## src/rtl/riscv_pkg.sv

```systemverilog
// Shared RISC-V pipeline definitions: datapath width, reset PC, bubble
// instruction, control-transfer opcodes and the fetch FSM state encoding.
package riscv_pkg;

    localparam int unsigned RV_XLEN      = 32;
    localparam logic [31:0] RV_RESET_PC  = 32'h0000_0000;
    localparam logic [31:0] RV_NOP_INSTR = 32'h0000_0013;

    localparam logic [6:0] OPC_BRANCH = 7'b110_0011;
    localparam logic [6:0] OPC_JAL    = 7'b110_1111;
    localparam logic [6:0] OPC_JALR   = 7'b110_0111;

    typedef enum logic [1:0] {
        ST_IDLE  = 2'd0,
        ST_FETCH = 2'd1,
        ST_HOLD  = 2'd2,
        ST_DRAIN = 2'd3
    } fetch_state_e;

    function automatic logic is_ctrl_xfer(input logic [31:0] instr);
        return (instr[6:0] == OPC_BRANCH) || (instr[6:0] == OPC_JAL) ||
               (instr[6:0] == OPC_JALR);
    endfunction

endpackage

```

## src/rtl/riscv_ifid_reg.sv

```systemverilog
// IF/ID pipeline register: bubble beats load, otherwise contents hold.
// A bubble clears valid and the instruction but keeps the last PC pair.
module riscv_ifid_reg
    import riscv_pkg::*;
#(
    parameter int unsigned XLEN      = RV_XLEN,
    parameter logic [31:0] NOP_INSTR = RV_NOP_INSTR
) (
    input  logic            clk,
    input  logic            rst_n,
    input  logic            load,
    input  logic            bubble,
    input  logic [31:0]     ld_instr,
    input  logic [XLEN-1:0] ld_pc,
    output logic            valid,
    output logic [31:0]     instr,
    output logic [XLEN-1:0] pc,
    output logic [XLEN-1:0] pc_plus4
);

    localparam logic [XLEN-1:0] PC_STEP = XLEN'(32'd4);

    logic            valid_r;
    logic [31:0]     instr_r;
    logic [XLEN-1:0] pc_r;
    logic [XLEN-1:0] pc_plus4_r;

    // IF/ID storage with bubble > load > hold priority
    always_ff @(posedge clk or negedge rst_n) begin
        if (!rst_n) begin
            valid_r    <= 1'b0;
            instr_r    <= NOP_INSTR;
            pc_r       <= '0;
            pc_plus4_r <= '0;
        end else if (bubble) begin
            valid_r    <= 1'b0;
            instr_r    <= NOP_INSTR;
        end else if (load) begin
            valid_r    <= 1'b1;
            instr_r    <= ld_instr;
            pc_r       <= ld_pc;
            pc_plus4_r <= ld_pc + PC_STEP;
        end else begin
            valid_r    <= valid_r;
            instr_r    <= instr_r;
        end
    end

    assign valid    = valid_r;
    assign instr    = instr_r;
    assign pc       = pc_r;
    assign pc_plus4 = pc_plus4_r;

endmodule

```

## src/rtl/riscv_fetch_unit.sv

```systemverilog
// Instruction-fetch stage: PC, instruction-memory handshake, skid buffer for
// stalled responses, redirect/drain handling, and the IF/ID register.
module riscv_fetch_unit
    import riscv_pkg::*;
#(
    parameter int unsigned XLEN      = RV_XLEN,
    parameter logic [31:0] RESET_PC  = RV_RESET_PC,
    parameter logic [31:0] NOP_INSTR = RV_NOP_INSTR
) (
    input  logic            clk,
    input  logic            rst_n,
    input  logic            pcSrc,
    input  logic            flush,
    input  logic [XLEN-1:0] targetAddr,
    input  logic            stall,
    output logic            imem_req,
    output logic [XLEN-1:0] imem_addr,
    input  logic            imem_ready,
    input  logic [31:0]     imem_rdata,
    output logic            ifid_valid,
    output logic [31:0]     ifid_instr,
    output logic [XLEN-1:0] ifid_pc,
    output logic [XLEN-1:0] ifid_pcPlus4
);

    localparam logic [XLEN-1:0] PC_STEP = XLEN'(32'd4);
    localparam logic [XLEN-1:0] PC_INIT = XLEN'(RESET_PC);

    fetch_state_e    state_r, state_n;
    logic [XLEN-1:0] pc_r, pc_n;
    logic [XLEN-1:0] addr_r, addr_n;
    logic            req_r, req_n;
    logic            skid_valid_r, skid_valid_n;
    logic [31:0]     skid_instr_r, skid_instr_n;
    logic [XLEN-1:0] skid_pc_r, skid_pc_n;

    logic [XLEN-1:0] target_s;
    logic            accept_s;
    logic [31:0]     acc_instr_s;
    logic [XLEN-1:0] acc_pc_s;
    logic            ifid_load_s;
    logic            ifid_bubble_s;
    logic            unused_tgt_lsb_s;

    assign target_s         = {targetAddr[XLEN-1:2], 2'b00};
    assign unused_tgt_lsb_s = ^targetAddr[1:0];

    // Fetch FSM next state, PC, skid buffer and accepted-instruction select
    always_comb begin
        state_n      = state_r;
        pc_n         = pc_r;
        skid_valid_n = skid_valid_r;
        skid_instr_n = skid_instr_r;
        skid_pc_n    = skid_pc_r;
        accept_s     = 1'b0;
        acc_instr_s  = imem_rdata;
        acc_pc_s     = pc_r;
        case (state_r)
            ST_IDLE: begin
                if (pcSrc) begin
                    pc_n         = target_s;
                    skid_valid_n = 1'b0;
                end else begin
                    pc_n = pc_r;
                end
                state_n = ST_FETCH;
            end
            ST_FETCH: begin
                if (pcSrc) begin
                    pc_n         = target_s;
                    skid_valid_n = 1'b0;
                    state_n      = imem_ready ? ST_FETCH : ST_DRAIN;
                end else if (imem_ready && stall) begin
                    skid_valid_n = 1'b1;
                    skid_instr_n = imem_rdata;
                    skid_pc_n    = pc_r;
                    state_n      = ST_HOLD;
                end else if (imem_ready) begin
                    accept_s = 1'b1;
                    pc_n     = pc_r + PC_STEP;
                end else begin
                    state_n = ST_FETCH;
                end
            end
            ST_HOLD: begin
                if (pcSrc) begin
                    pc_n         = target_s;
                    skid_valid_n = 1'b0;
                    state_n      = ST_FETCH;
                end else if (!stall) begin
                    accept_s     = skid_valid_r;
                    acc_instr_s  = skid_instr_r;
                    acc_pc_s     = skid_pc_r;
                    pc_n         = pc_r + PC_STEP;
                    skid_valid_n = 1'b0;
                    state_n      = ST_FETCH;
                end else begin
                    state_n = ST_HOLD;
                end
            end
            ST_DRAIN: begin
                if (pcSrc) begin
                    pc_n         = target_s;
                    skid_valid_n = 1'b0;
                end else begin
                    pc_n = pc_r;
                end
                // The outstanding response is consumed here and thrown away
                if (imem_ready) begin
                    state_n = ST_FETCH;
                end else begin
                    state_n = ST_DRAIN;
                end
            end
            default: begin
                state_n      = ST_IDLE;
                skid_valid_n = 1'b0;
            end
        endcase
    end

    // Request outputs: a drain keeps presenting the address already in flight
    always_comb begin
        req_n  = (state_n == ST_FETCH) || (state_n == ST_DRAIN);
        addr_n = addr_r;
        if (state_n == ST_FETCH) begin
            addr_n = pc_n;
        end else begin
            addr_n = addr_r;
        end
    end

    // IF/ID control: flush wins, stall holds, otherwise load or bubble
    always_comb begin
        ifid_load_s   = accept_s && !flush;
        ifid_bubble_s = flush || (!stall && !accept_s);
    end

    // Fetch state, PC, request and skid registers
    always_ff @(posedge clk or negedge rst_n) begin
        if (!rst_n) begin
            state_r      <= ST_IDLE;
            pc_r         <= PC_INIT;
            addr_r       <= PC_INIT;
            req_r        <= 1'b0;
            skid_valid_r <= 1'b0;
            skid_instr_r <= NOP_INSTR;
            skid_pc_r    <= '0;
        end else begin
            state_r      <= state_n;
            pc_r         <= pc_n;
            addr_r       <= addr_n;
            req_r        <= req_n;
            skid_valid_r <= skid_valid_n;
            skid_instr_r <= skid_instr_n;
            skid_pc_r    <= skid_pc_n;
        end
    end

    assign imem_req  = req_r;
    assign imem_addr = addr_r;

    riscv_ifid_reg #(
        .XLEN      (XLEN),
        .NOP_INSTR (NOP_INSTR)
    ) u_ifid (
        .clk      (clk),
        .rst_n    (rst_n),
        .load     (ifid_load_s),
        .bubble   (ifid_bubble_s),
        .ld_instr (acc_instr_s),
        .ld_pc    (acc_pc_s),
        .valid    (ifid_valid),
        .instr    (ifid_instr),
        .pc       (ifid_pc),
        .pc_plus4 (ifid_pcPlus4)
    );

endmodule

```

## config.mk

```make
export PLATFORM = sky130hd
export DESIGN_NAME = riscv_fetch_unit
export DESIGN_NICKNAME = d
export VERILOG_FILES = /design/src/rtl/riscv_pkg.sv /design/src/rtl/riscv_ifid_reg.sv /design/src/rtl/riscv_fetch_unit.sv
export SDC_FILE = /design/constraint.sdc
export NUM_CORES = 1
export LEC_CHECK = 0
export CAP_MARGIN = 20
export CORE_UTILIZATION = 58
export CTS_CLUSTER_SIZE = 14
export DETAILED_ROUTE_END_ITERATION = 10
export PLACE_DENSITY_LB_ADDON = 0.1
export SLEW_MARGIN = 20
export SYNTH_ARGS = -nofsm -noshare
export SYNTH_HDL_FRONTEND = slang
export SYNTH_HIERARCHICAL = 1
export SYNTH_SLANG_ARGS = --single-unit
```

## constraint.sdc

```tcl
create_clock -name clk -period 10.6 [get_ports clk]
set_input_delay 1.59 -clock clk [delete_from_list [all_inputs] [get_ports clk]]
set_output_delay 1.59 -clock clk [all_outputs]
set_load 0.05 [all_outputs]
```

==> impl_results.md, run 1 <==
- Crit-path cells: clkdlybuf4s50_1, nor2_1, and2_2, buf_4, nand2_1, a211oi_4, buf_4, a21oi_2, buf_4, nor2b_4, buf_4, o311ai_0, nand3_1
- Mean post-synth cell area: 8.876 um^2
- Met1 usage: 43.89%
- CTS-repair resized insts: 0
- Synth Flop Type: dfrtp_1
- CTS root buf: clkbuf_16
- #FFs+latches synth: 227
- PnR worst setup slack: 4.579 ns
- Yosys cell types: 67
- Input/output buffers: 197
- Most used cell, CP: buf_4
- Core area: 20430 um^2
- WP data required: 11.04 ns
- Design area: 15020 um^2
- Final Util: 73.54%
- Slew margin rel.: 24.80%
- Slowest Stage Delay on Critical Path: 0.84 ns
- Final setup TNS: 0 ns
- Critical Path AT: 6.46 ns
- Met2 Usage GRT: 49.62%
- Die height: 147.2 um
- Clock skew: 0.01444 ns
- Crit path kind: primary input to flop
- GRT overflow: 0
- Number of synthesized flops with an enable pin: 0
- Final Hold Vio Count: 0
- Ys async rst share: 100.0%
- VDD IR max: 0.3764 mV
- Router iterations before antenna repair: 5
- FF+latch area: 5688 um^2
- Worst Max-Slew Pin Slew: 1.118 ns
- Area growth from synthesis to layout: 22.82%
- R2r startpoint: state_r[0]
- Synth Instances: 1378
- Sequential fraction of the synthesis area: 46.50%
- Antenna violations before repair: 0
- Starting density of the core: 59.87%
- GP Congestion: 0.9560
- CTS Buf Count: 24
- Multi-input combinational cell area: 6047 um^2
- Crit-path max FO: 56
- Maximum clock rate: 166.1 MHz
- Period utilization: 56.80%
- DIE AREA: 21670 um^2
- Setup crit end kind: flop
- Row cnt: 52
- Setup Buffers After CTS: 0
- Max-cap viol count: 0
- Worst Hold Class: flop to flop
- Total track usage: 31.30%
- Pleak: 6.388 nW
- Inserted Diodes: 0
- Reg clk slew, reported paths: 0.06 ns
- Cell area after synthesis: 12230 um^2
- Initial DRC count: 951
- Layout cells sized above 1: 10.53%
- CTS Buffer Depth: 3
- Clk Latency, worst-skew pair: 0.52 ns
- Total Routed Length: 33810 um
- Dpl ws: 4.120 ns
- CP startpoint kind: primary input
- Vias in the first global route: 10040
- Post-DP Area: 14220 um^2
- Post-DP HPWL: 22500 um
- Hold_buf cts: 0
- First-pass GRT wire length: 53940 um
- CTS tree: built
- Hold Path Origin: u_ifid/pc[31]
- RSZ-0062 raised after global routing: false
- Synth warn: 6
- H-tree lvl count: 1
- Hold_ws: 0.4744 ns
- Vias per inst: 6.036
- Filler Cell Count: 1601
- Sink Count: 227
- Max Transition Viols Final: 0
- Final #Nets: 1581
- Power per Cell Area: 277.9 nW/um^2
- Met3 Resource Use GR: 5.652%
- Busiest layer in global routing: met2
- Die W: 147.2 um
- Critical Path Source: stall
- Per-cell routed wire length: 18.89 um
- Synthesized netlist net count: 1454
- I/O pin cnt: 200
- Final setup violation count: 0
- Routed Antenna Nets: 0
- Status: finished clean
- Min Tclk post-route: 6.021 ns
- DRC Markers: 0
- Crit-path slowest cell: clkdlybuf4s50_1
- Largest net degree at the start of global routing: 103
- Vias: 10810
==> layer usage <==
| metal | wire length (um) | vias up |
|---|---|---|
| li1 | - | 5043 |
| met1 | 14090 | 5153 |
| met2 | 15790 | 527 |
| met3 | 3055 | 82 |
| met4 | 876 | 0 |
| met5 | 0 | - |
==> synth_stat cells, types with 19 or more instances <==
| cell type | count | share of area (%) |
|---|---|---|
| clkbuf_1 | 70 | 2.1 |
| mux2i_1 | 35 | 2.9 |
| a21oi_1 | 30 | 1.2 |
| o21ai_0 | 54 | 2.2 |
| nor2_1 | 88 | 2.7 |
| nand3_1 | 38 | 1.6 |
| nand4_1 | 22 | 1.1 |
| mux2_2 | 83 | 7.6 |
| nand2_1 | 382 | 12 |
| inv_1 | 19 | 0.58 |
| or4_1 | 23 | 1.4 |
| xnor2_1 | 23 | 1.6 |
| dfrtp_1 | 221 | 45 |
==> power breakdown <==
part	switching (mW)	leakage, nW	total, mW	internal, mW
Clock	0.341	0.389	0.843	0.502
Sequential	0.282	2.95	1.45	1.17
Combinational	1.21	3.05	1.88	0.677
==> final cells by class <==
class,count,area share (%)
well taps,270,2.249
inverters,19,0.4747
repair buffers,211,13.83
flip-flops and latches,227,37.86
multi-input cells,1022,40.25
clock buffers,36,4.897
clock inverters,5,0.4414
==> flip-flops by register name, summed over array words and instances (netlist names) <==
| name | flops |
|---|---|
| skid_instr_r | 32 |
| u_ifid/valid | 1 |
| u_ifid/instr | 32 |
| imem_addr | 32 |
| u_ifid/pc | 32 |
| skid_pc_r | 32 |
| skid_valid_r | 1 |
| state_r | 2 |
| imem_req | 1 |
| pc_r | 32 |
| u_ifid/pc_plus4 | 30 |
==> cells by family after synthesis <==
| kind of cell | count (synthesis) | share of synthesized area [%] |
|---|---|---|
| compound gates | 207 | 11.41 |
| mux | 120 | 10.69 |
| buf+inv | 129 | 4.429 |
| simple gates | 652 | 23.71 |
| xor+xnor | 37 | 2.649 |
| flops | 227 | 46.50 |
| fa+ha+maj | 6 | 0.6137 |
==> path summary, 6_finish.rpt <==
kind / endpoint / slack (ns) / cells past startpoint
setup / recovery: u_ifid/pc_plus4[18] / 4.58 / 13
hold / removal: u_ifid/pc[31] / 0.47 / 2
setup reg to reg: u_ifid/pc_plus4[18] / 5.79 / 14
hold reg to reg: u_ifid/pc[31] / 0.47 / 2
max in group asynchronous: u_ifid/instr[19] / 8.14 / 2
min in group asynchronous: u_ifid/pc[13] / 1.11 / 1
==> through the flow <==
stage / cells / total power [mW]
final: 1790 / 4.176
after CTS: 1790 / 4.167
after global placement: 1749 / 3.262
after global routing: 1790 / 4.385
after floorplan: 1378 / 2.695
after detailed placement: 1749 / 3.310
==> cell usage in the layout (no fill, tap or decap), types with 17 or more instances in the layout <==
cell             instances
mux2_2                  83
inv_1                   19
clkdlybuf4s50_1        195
mux2i_1                 35
nand3_1                 37
nor3_1                  18
a31oi_1                 18
nand2_1                381
or4_1                   23
o21ai_0                 54
dfrtp_1                221
clkbuf_16               24
nor4_1                  17
nand4_1                 22
nor2_1                  88
xnor2_1                 23
a21oi_1                 29
==> worst max-delay path: cells and delay by family <==
family	cells	cell delay [ns]
simple gates	5	1.53
compound gates	3	0.55
buf+inv	5	2.72
(Power assumes the default switching activity.)
==> run 2: changes to the inputs <==
- CORE_UTILIZATION: 58 -> 54
- clock period: 10.6 -> 5.74 ns (I/O delays scaled with it)
==> run 2 against run 1 <==
Against the previous run:
- the flow now finishes with violations (DRC)
- via count shrank 0.77%
- combinational power grew 86%
- critical path depth shrank 3
- wire length grew 1.5%
- setup slack lost 2.8 ns
- cell area grew 0.68%
- die area grew 7.3%
- highest routed layer unchanged
==> impl_results.md, run 2 (synthesized netlist as in run 1, its figures left out) <==
- Status: finished with violations
- Failing checks: DRC
- Area growth from synthesis to layout: 23.66%
- Row cnt: 54 (+3.8%)
- Pleak: 6.447 nW (+0.92%)
- Slew margin rel.: 23.54% (-1.3 points)
- CTS-repair resized insts: 0 (unchanged)
- DRC Markers: 13 (+13)
- CTS Buf Count: 25 (+4.2%)
- Die W: 152.5 um (+3.6%)
- Period utilization: 69.16%
- GRT overflow: 0 (unchanged)
- Total Routed Length: 34320 um (+1.5%)
- Hold_buf cts: 0 (unchanged)
- Core area: 22030 um^2 (+7.8%)
- Router iterations before antenna repair: 8 (+3)
- Input/output buffers: 197 (unchanged)
- Multi-input combinational cell area: 6060 um^2 (+0.21%)
- CTS Buffer Depth: 3 (unchanged)
- PnR worst setup slack: 1.770 ns (-2.810 ns)
- First-pass GRT wire length: 54800 um (+1.6%)
- H-tree lvl count: 1 (unchanged)
- Antenna violations before repair: 0 (unchanged)
- Max Transition Viols Final: 0 (unchanged)
- RSZ-0062 raised after global routing: false
- Crit path kind: primary input to flop
- Post-DP HPWL: 23070 um (+2.5%)
- Maximum clock rate: 251.9 MHz
- GP Congestion: 0.9396 (-1.7%)
- CTS tree: built
- Per-cell routed wire length: 19.00 um (+0.60%)
- Vias: 10720 (-0.77%)
- DIE AREA: 23260 um^2 (+7.3%)
- Max-cap viol count: 0 (unchanged)
- Clock skew: 0.01651 ns (+0.002068 ns)
- Clk Latency, worst-skew pair: 0.55 ns (+0.03 ns)
- Vias per inst: 5.937 (-1.6%)
- Layout cells sized above 1: 10.75% (+0.22 points)
- Critical Path AT: 4.43 ns (-2.03 ns)
- Final Hold Vio Count: 0 (unchanged)
- Final #Nets: 1585 (+0.25%)
- VDD IR max: 0.6384 mV (+70%)
- Worst Max-Slew Pin Slew: 1.136 ns (+0.01876 ns)
- Dpl ws: 1.201 ns (-2.918 ns)
- Sink Count: 227 (unchanged)
- Power per Cell Area: 514.6 nW/um^2 (+85%)
- Final setup TNS: 0 ns (unchanged)
- Setup crit end kind: flop
- WP data required: 6.20 ns (-4.84 ns)
- Largest net degree at the start of global routing: 119 (+16%)
- I/O pin cnt: 200 (unchanged)
- Filler Cell Count: 1743 (+8.9%)
- Starting density of the core: 55.53% (-4.3 points)
- Final setup violation count: 0 (unchanged)
- Routed Antenna Nets: 0 (unchanged)
- Inserted Diodes: 0 (unchanged)
- Worst Hold Class: primary input to asynchronous set/reset pin
- FF+latch area: 5688 um^2 (unchanged)
- CP startpoint kind: primary input
- Reg clk slew, reported paths: 0.06 ns (about the same)
- Initial DRC count: 938 (-1.4%)
- Crit-path max FO: 38 (-32%)
- Commonest non-fill, non-tap cell in the layout: nand2_1
- Setup Buffers After CTS: 0 (unchanged)
- Total track usage: 29.50% (-1.8 points)
- Vias in the first global route: 10030 (-0.060%)
- Die height: 152.5 um (+3.6%)
- Min Tclk post-route: 3.970 ns
- Most frequent cells in the layout: nand2_1 (381), dfrtp_1 (221), clkdlybuf4s50_1 (195)
- CTS root buf: clkbuf_16
==> run 2: worst max-delay path, stage by stage <==
cell and delay [ns]:
clkdlybuf4s50_1 0.43, nor2_1 0.15, and2_2 0.62, nand2_1 0.20, a211oi_4 0.32, buf_4 0.58, nor2b_4 0.68, buf_4 0.34
nor2_1 0.06, a31oi_1 0.14
==> run 2: cell type report <==
cell class | count | area share [%]
clock buffers | 38 | 4.988
multi-input cells | 1022 | 40.06
clock inverters | 6 | 0.4632
inverters | 19 | 0.4715
well taps | 280 | 2.316
repair buffers | 214 | 14.10
flip-flops and latches | 227 | 37.60
==> run 2: layer usage <==
| metal | GRT usage, % | up-vias | share of wire (%) | wire, um |
|---|---|---|---|---|
| met1 | 41.98 | 5113 | 43 | 14830 |
| met3 | 3.811 | 86 | 7.7 | 2645 |
| met5 | 0 | - | 0 | 0 |
| met4 | 11.83 | 0 | 3.6 | 1234 |
| met2 | 46.02 | 485 | 45 | 15610 |
| li1 | - | 5038 | - | - |
==> run 2: path summary, 6_finish.rpt <==
check	from	endpoint	slack, ns	cells past startpoint
hold / removal	rst_n	u_ifid/pc[10]	0.40	1
setup / recovery	stall	u_ifid/pc_plus4[23]	1.77	10
max in group asynchronous	rst_n	pc_r[17]	4.20	2
hold reg to reg	u_ifid/pc[4]	u_ifid/pc[4]	0.47	2
min in group clk	u_ifid/pc[4]	u_ifid/pc[4]	0.47	2
setup reg to reg	state_r[0]	u_ifid/pc_plus4[23]	2.01	10
==> run 2: report_power, final <==
part	total, mW	internal [mW]	switching [mW]
clock network	1.61	0.951	0.655
registers	2.68	2.16	0.519
logic	3.50	1.26	2.25
==> run 2: through the flow <==
stage	hold WS, ns	std cells	util (%)	total power, mW	area [um^2]
after CTS	0.4192	1805	68.52	7.778	15090
after floorplan	0.4497	1378	-	4.977	12230
after global placement	0.4592	1761	64.78	6.056	14270
after global routing	0.4717	1806	68.67	8.166	15130
final	0.4009	1806	68.67	7.784	15130
after detailed placement	0.4621	1761	64.78	6.149	14270
==> run 3: changes to the inputs <==
- clock period: 5.74 -> 3.8 ns (I/O delays scaled with it)
==> run 3 against run 2 <==
Against the previous run:
- largest power group unchanged
- the run still ends with DRC left
- critical path depth down 2
- flip-flop and latch count unchanged
- cell count up 2.0%
- non-clock buffer count up 34
- via count up 1.1%
- setup slack worse by 1.3 ns
- combinational power up 57%
- clock skew about the same
- die area unchanged
==> impl_results.md, run 3 (synthesized netlist as in run 1, its figures left out) <==
- Failing checks: DRC
- Critical Path AT: 3.74 ns (-0.69 ns)
- CTS-repair resized insts: 0 (unchanged)
- Vias per inst: 5.884 (-0.89%)
- CP Depth: 8 (-2)
- Inserted Diodes: 0 (unchanged)
- CTS tree: built
- RSZ-0062 raised after global routing: false
- Crit-path max FO: 28 (-26%)
- Worst Max-Slew Pin Slew: 1.146 ns (+0.009873 ns)
- Final Hold Vio Count: 0 (unchanged)
- Design area: 15450 um^2 (+2.1%)
- Hold_buf cts: 0 (unchanged)
- Row cnt: 54 (unchanged)
- Core area: 22030 um^2 (unchanged)
- Sink Count: 227 (unchanged)
- PnR worst setup slack: 0.5086 ns (-1.261 ns)
- Setup crit end kind: flop
- Power per Cell Area: 779.9 nW/um^2 (+52%)
- Area growth from synthesis to layout: 26.28%
- Layout cells sized above 1: 12.73% (+2.0 points)
- Critical Path Source: state_r[0]
- Clock skew: 0.01697 ns (+0.0004607 ns)
- H-tree lvl count: 1 (unchanged)
- Largest net degree at the start of global routing: 100 (-16%)
- VDD IR max: 0.6474 mV (+1.4%)
- GRT overflow: 0 (unchanged)
- GP Congestion: 0.9481 (+0.90%)
- Starting density of the core: 55.53% (unchanged)
- Slowest Stage Delay on Critical Path: 0.72 ns (+0.04 ns)
- CTS Buf Count: 26 (+4.0%)
- Antenna violations before repair: 0 (unchanged)
- DRC Markers: 12 (-1)
- DIE AREA: 23260 um^2 (unchanged)
- Crit-path cells: inv_1, ha_1, and2_2, o21ai_0, nand4_1, or3_1, or4_1, a31oi_1
- Post-Place Cells: 1796 (+2.0%)
- Max-cap viol count: 0 (unchanged)
- Worst Hold Class: primary input to asynchronous set/reset pin
- Final #Nets: 1620 (+2.2%)
- CTS root buf: clkbuf_16
- R2R depth: 8 (-2)
- Per-cell routed wire length: 19.04 um (+0.21%)
- First-pass GRT wire length: 56980 um (+4.0%)
- R2R Setup Slk: 0.51 ns (-1.50 ns)
- Router iterations before antenna repair: 10 (+2)
- Status: finished with violations
- Crit-path slowest cell: or3_1
- Dpl ws: 0.06406 ns (-1.137 ns)
- Vias: 10840 (+1.1%)
- Reg clk slew, reported paths: 0.06 ns (about the same)
- Finished Layout Cells: 1843 (+2.0%)
- Total Routed Length: 35090 um (+2.3%)
- Commonest non-fill, non-tap cell in the layout: nand2_1
- Period utilization: 86.62%
- Setup Buffers After CTS: 0 (unchanged)
- Pleak: 6.618 nW (+2.6%)
- Post-DP HPWL: 24570 um (+6.5%)
- Maximum clock rate: 303.8 MHz
- Crit path kind: flop to flop
- CP top delay family: simple AND/OR/NAND/NOR gates
- R2r startpoint: state_r[0]
- Input/output buffers: 197 (unchanged)
- Die height: 152.5 um (unchanged)
- Clk Latency, worst-skew pair: 0.54 ns (about the same)
- Total track usage: 30.56% (+1.1 points)
- Initial DRC count: 985 (+5.0%)
- Post-DP Area: 14570 um^2 (+2.1%)
- Max Transition Viols Final: 0 (unchanged)
- Worst path bufs/invs: 1 (-2)
- WP data required: 4.25 ns (-1.95 ns)
- Slew margin rel.: 22.88% (-0.66 points)
- Min Tclk post-route: 3.291 ns
- Final setup TNS: 0 ns (unchanged)
- Vias in the first global route: 10500 (+4.7%)
- Die W: 152.5 um (unchanged)
- CP startpoint kind: flop
- I/O pin cnt: 200 (unchanged)
- CTS Buffer Depth: 3 (unchanged)
- Routed Antenna Nets: 0 (unchanged)
- Final setup violation count: 0 (unchanged)
- Most frequent cells in the layout: nand2_1 (381), dfrtp_1 (221), clkdlybuf4s50_1 (195)
- Crit Reg-Reg Endpoint: u_ifid/pc_plus4[25]
==> run 3: how the worst max path moves through the flow <==
| stage | slack (ns) | end |
|---|---|---|
| 6_report | 0.51 | u_ifid/pc_plus4[25] |
| 5_1_grt | 0.24 | u_ifid/pc_plus4[25] |
| 4_1_cts | 0.53 | u_ifid/pc_plus4[25] |
| 3_5_place_dp | 0.06 | u_ifid/pc_plus4[25] |
| 3_3_place_gp | 0.14 | u_ifid/pc_plus4[27] |
| 2_1_floorplan | 0.15 | u_ifid/pc_plus4[26] |
==> run 3: power by group <==
part / switching, mW / internal, mW / leakage, nW / total (mW)
registers: 0.742 / 3.26 / 2.95 / 4.00
logic: 3.45 / 2.03 / 3.24 / 5.48
clock network: 1.02 / 1.55 / 0.423 / 2.57
==> run 3: layer usage <==
metal  GRT usage, %  share of wire (%)  up-vias
li1               -                  -     5120
met1          42.40                 43     5190
met2          48.41                 46      462
met3          5.631                8.3       72
met4          10.53                3.1        0
met5              0                  0        -
==> run 3: metrics by stage <==
step	power [mW]	utilization, %	hold WS [ns]
CTS	12.03	70.13	0.1184
finish	12.05	70.13	0.08655
global route	12.66	70.13	0.1418
detailed placement	9.442	66.14	0.4622
global placement	9.314	66.14	0.4596
floorplan	7.518	-	0.2744
==> run 3: layout make-up <==
type	instances	area, um^2
clock inverters	10	145.1
inverters	19	71.32
well taps	280	350.3
fillers	1732	6580
clock buffers	37	732.0
repair buffers	248	2405
multi-input cells	1022	6055
flip-flops and latches	227	5688
==> edit, RTL diff (flow settings as in run 3) <==
Reset style: synchronous (`rst_n`), changed in 2 clocked blocks.
--- a/src/rtl/riscv_ifid_reg.sv
+++ b/src/rtl/riscv_ifid_reg.sv
@@ -26,7 +26,7 @@
     logic [XLEN-1:0] pc_plus4_r;
 
     // IF/ID storage with bubble > load > hold priority
-    always_ff @(posedge clk or negedge rst_n) begin
+    always_ff @(posedge clk) begin
         if (!rst_n) begin
             valid_r    <= 1'b0;
             instr_r    <= NOP_INSTR;
--- a/src/rtl/riscv_fetch_unit.sv
+++ b/src/rtl/riscv_fetch_unit.sv
@@ -137,7 +137,7 @@
     end
 
     // Fetch state, PC, request and skid registers
-    always_ff @(posedge clk or negedge rst_n) begin
+    always_ff @(posedge clk) begin
         if (!rst_n) begin
             state_r      <= ST_IDLE;
             pc_r         <= PC_INIT;
Function: differs if rst_n is asserted again (counterexample within 4 cycles, from zero or initial values and one cycle with rst_n low); with rst_n held inactive, the same outputs for 4 cycles.
==> edit against run 3 <==
- setup slack better by 210 ps
- first-iteration DRC count down 3.5%
- area after synthesis down 15%
- critical path depth up 1
- final area down 13%
- sequential cell count unchanged
- routed wire length down 15%
- highest routed layer unchanged
Power is not compared: it rests on default switching activity, and its combinational part moved more than twofold at a synthesized area within 25%.
==> edit: results (changes against run 3) <==
[metrics] outcome: finished clean
[metrics] dominant delay contributor by cell family on the critical path: simple AND/OR/NAND/NOR gates
[metrics] layout net count: 1493 (-7.8%)
[metrics] post-synthesis async set-or-reset flop share: 0% (-100 points)
[metrics] fill cell count: 1537 (-11%)
[metrics] number of warnings issued by yosys: 6 (unchanged)
[metrics] count of mapped cells out of synthesis: 1252 (-9.1%)
[metrics] post-detailed-route count of antenna-violating nets: 0 (unchanged)
[metrics] antenna cell count: 0 (unchanged)
[metrics] worst hold path stage count: 2
[metrics] post-synthesis cell type count: 68 (+1.5%)
[metrics] Cells after DPL: 1650 (-8.1%)
[metrics] post-synthesis sequential area ratio: 43.6% (-2.9 points)
[metrics] Routability Congestion: 0.890 (-6.1%)
[metrics] number of buffers created by CTS: 25 (-3.8%)
[metrics] detailed-route vias per instance: 5.89 (about the same)
[metrics] wire length per cell after detailed routing: 17.6 um (-7.8%)
[metrics] dpl hpwl: 20.5 mm (-17%)
[metrics] number of rows created at floorplan: 50 (-7.4%)
[metrics] leakage dissipation: 4.53 nW
[metrics] Buffers on Ports: 197 (unchanged)
[metrics] worst-case clock buffer depth: 3 (unchanged)
[metrics] CP max stage delay: 520 ps (-200 ps)
[metrics] first-pass GRT wire length: 47.0 mm (-18%)
[metrics] leading cell types by total area after synthesis: sky130_fd_sc_hd__dfxtp_1 44%, sky130_fd_sc_hd__nand2_1 8.5%, sky130_fd_sc_hd__a21oi_1 6.7%
[metrics] Arr. time, crit path: 3530 ps (-210 ps)
[metrics] Resized Gates After CTS: 0 (unchanged)
[metrics] Pre-antenna DRT Iters: 5 (-5)
[metrics] clock skew after layout: 15.8 ps (-1.19 ps)
[metrics] class of the worst hold path: reg -> reg
[metrics] count of H-tree levels built during CTS: 1 (unchanged)
[metrics] worst ir drop on vdd: just over 400 uV
[metrics] Worst-Margin Slew: 865 ps (-281 ps)
[metrics] cell internal power dissipation: 4.13 mW
[metrics] total track usage: 29.1% (-1.4 points)
[metrics] total routed wirelength: 29.7 mm (-15%)
[metrics] fraction of layout cells with a size suffix above 1: 11.6% (-1.2 points)
[metrics] source-to-sink clock delay at the later pin of the worst-skew pair: 520 ps (-20 ps)
[metrics] clk root buf: sky130_fd_sc_hd__clkbuf_16
[metrics] number of global-route vias before repair: 9200 (-12%)
[metrics] Worst path slowest cell: sky130_fd_sc_hd__and2_2
[metrics] main flop type after synthesis: sky130_fd_sc_hd__dfxtp_1
[metrics] postcts setup bufs: 0 (unchanged)
[metrics] initial antenna violation count: 0 (unchanged)
[metrics] cell types with the highest counts after synthesis: 235 x sky130_fd_sc_hd__nand2_1, 227 x sky130_fd_sc_hd__dfxtp_1, 140 x sky130_fd_sc_hd__a21oi_1
[metrics] maximum number of pins on one net before global-route repair: 79 (-21%)
[metrics] maximum fanout along the worst path: 22 (-21%)
[metrics] clock-pin slew on the worst setup and hold paths: 60 ps (about the same)
[metrics] initial detailed-routing violation count: 951 (-3.5%)
[metrics] number of cells on the worst reg-to-reg path: 8 (unchanged)
[edit: cell types whose count changed after synthesis, moves of 15 or more]
cell and change:
sky130_fd_sc_hd__nor3_1 +16, sky130_fd_sc_hd__dfrtp_1 -221, sky130_fd_sc_hd__a211oi_1 +15, sky130_fd_sc_hd__nand2_1 -147, sky130_fd_sc_hd__xnor2_1 -16, sky130_fd_sc_hd__dfxtp_1 +227, sky130_fd_sc_hd__mux2_2 -23, sky130_fd_sc_hd__or4_1 -15
sky130_fd_sc_hd__a21oi_1 +110
[edit: cell type report]
cell class,count,area share [%]
multi-input combinational,905,40.3
sequential,227,33.7
timing repair buffer,240,17.0
clock buffer,36,5.40
tap,260,2.41
clock inverter,8,0.576
inverter,18,0.511
[edit: layer usage]
| layer | routed length (um) | track usage (%) |
|---|---|---|
| met1 | 12200 | 36.0 |
| met2 | 14400 | 50.3 |
| met3 | 2280 | 5.98 |
| met4 | 865 | 10.0 |
| met5 | 0 | 0 |
[edit: per-stage QoR]
step / power [mW] / area [sq um] / hold slack [ps] / setup WS (ps)
after floorplan: 3.02 / 10400 / 433 / 431
after detailed placement: 3.31 / 12700 / 445 / 200
after CTS: 5.66 / 13500 / 454 / 733
after global routing: 5.81 / 13500 / 467 / 477
final: 5.64 / 13500 / 451 / 722
after global placement: 3.30 / 12700 / 438 / 251
[edit: logic make-up (layout without fill, tap and decap cells)]
logic type / Yosys count / count (layout) / synth area share [%]
buffers and inverters: 120 / 302 / 4.54
XOR/XNOR: 16 / 16 / 1.34
AND/OR/NAND/NOR: 483 / 483 / 22.1
flip-flops: 227 / 227 / 43.6
adder cells (fa/ha/maj): 6 / 6 / 0.720
AO/OA/AOI/OAI: 309 / 309 / 18.2
multiplexers: 91 / 91 / 9.46
[edit: final timing paths]
path	end	slack (ps)	start
max	u_ifid/pc_plus4[25]$_SDFFE_PN0P_	720	stall
min	skid_pc_r[2]$_SDFFE_PN0P_	450	skid_pc_r[2]$_SDFFE_PN0P_
max reg2reg	imem_addr[15]$_SDFFE_PN0N_	730	state_r[1]$_SDFF_PN0_
min reg2reg	skid_pc_r[2]$_SDFFE_PN0P_	450	skid_pc_r[2]$_SDFFE_PN0P_
[edit: power by group through the flow]
stage	Clock, mW	Sequential [mW]	Combinational (mW)
final	2.37	2.53	0.744
after global routing	2.49	2.53	0.791
after CTS	2.40	2.52	0.739
after detailed placement	0	2.58	0.735
after global placement	0	2.57	0.725
after floorplan	0	2.68	0.342
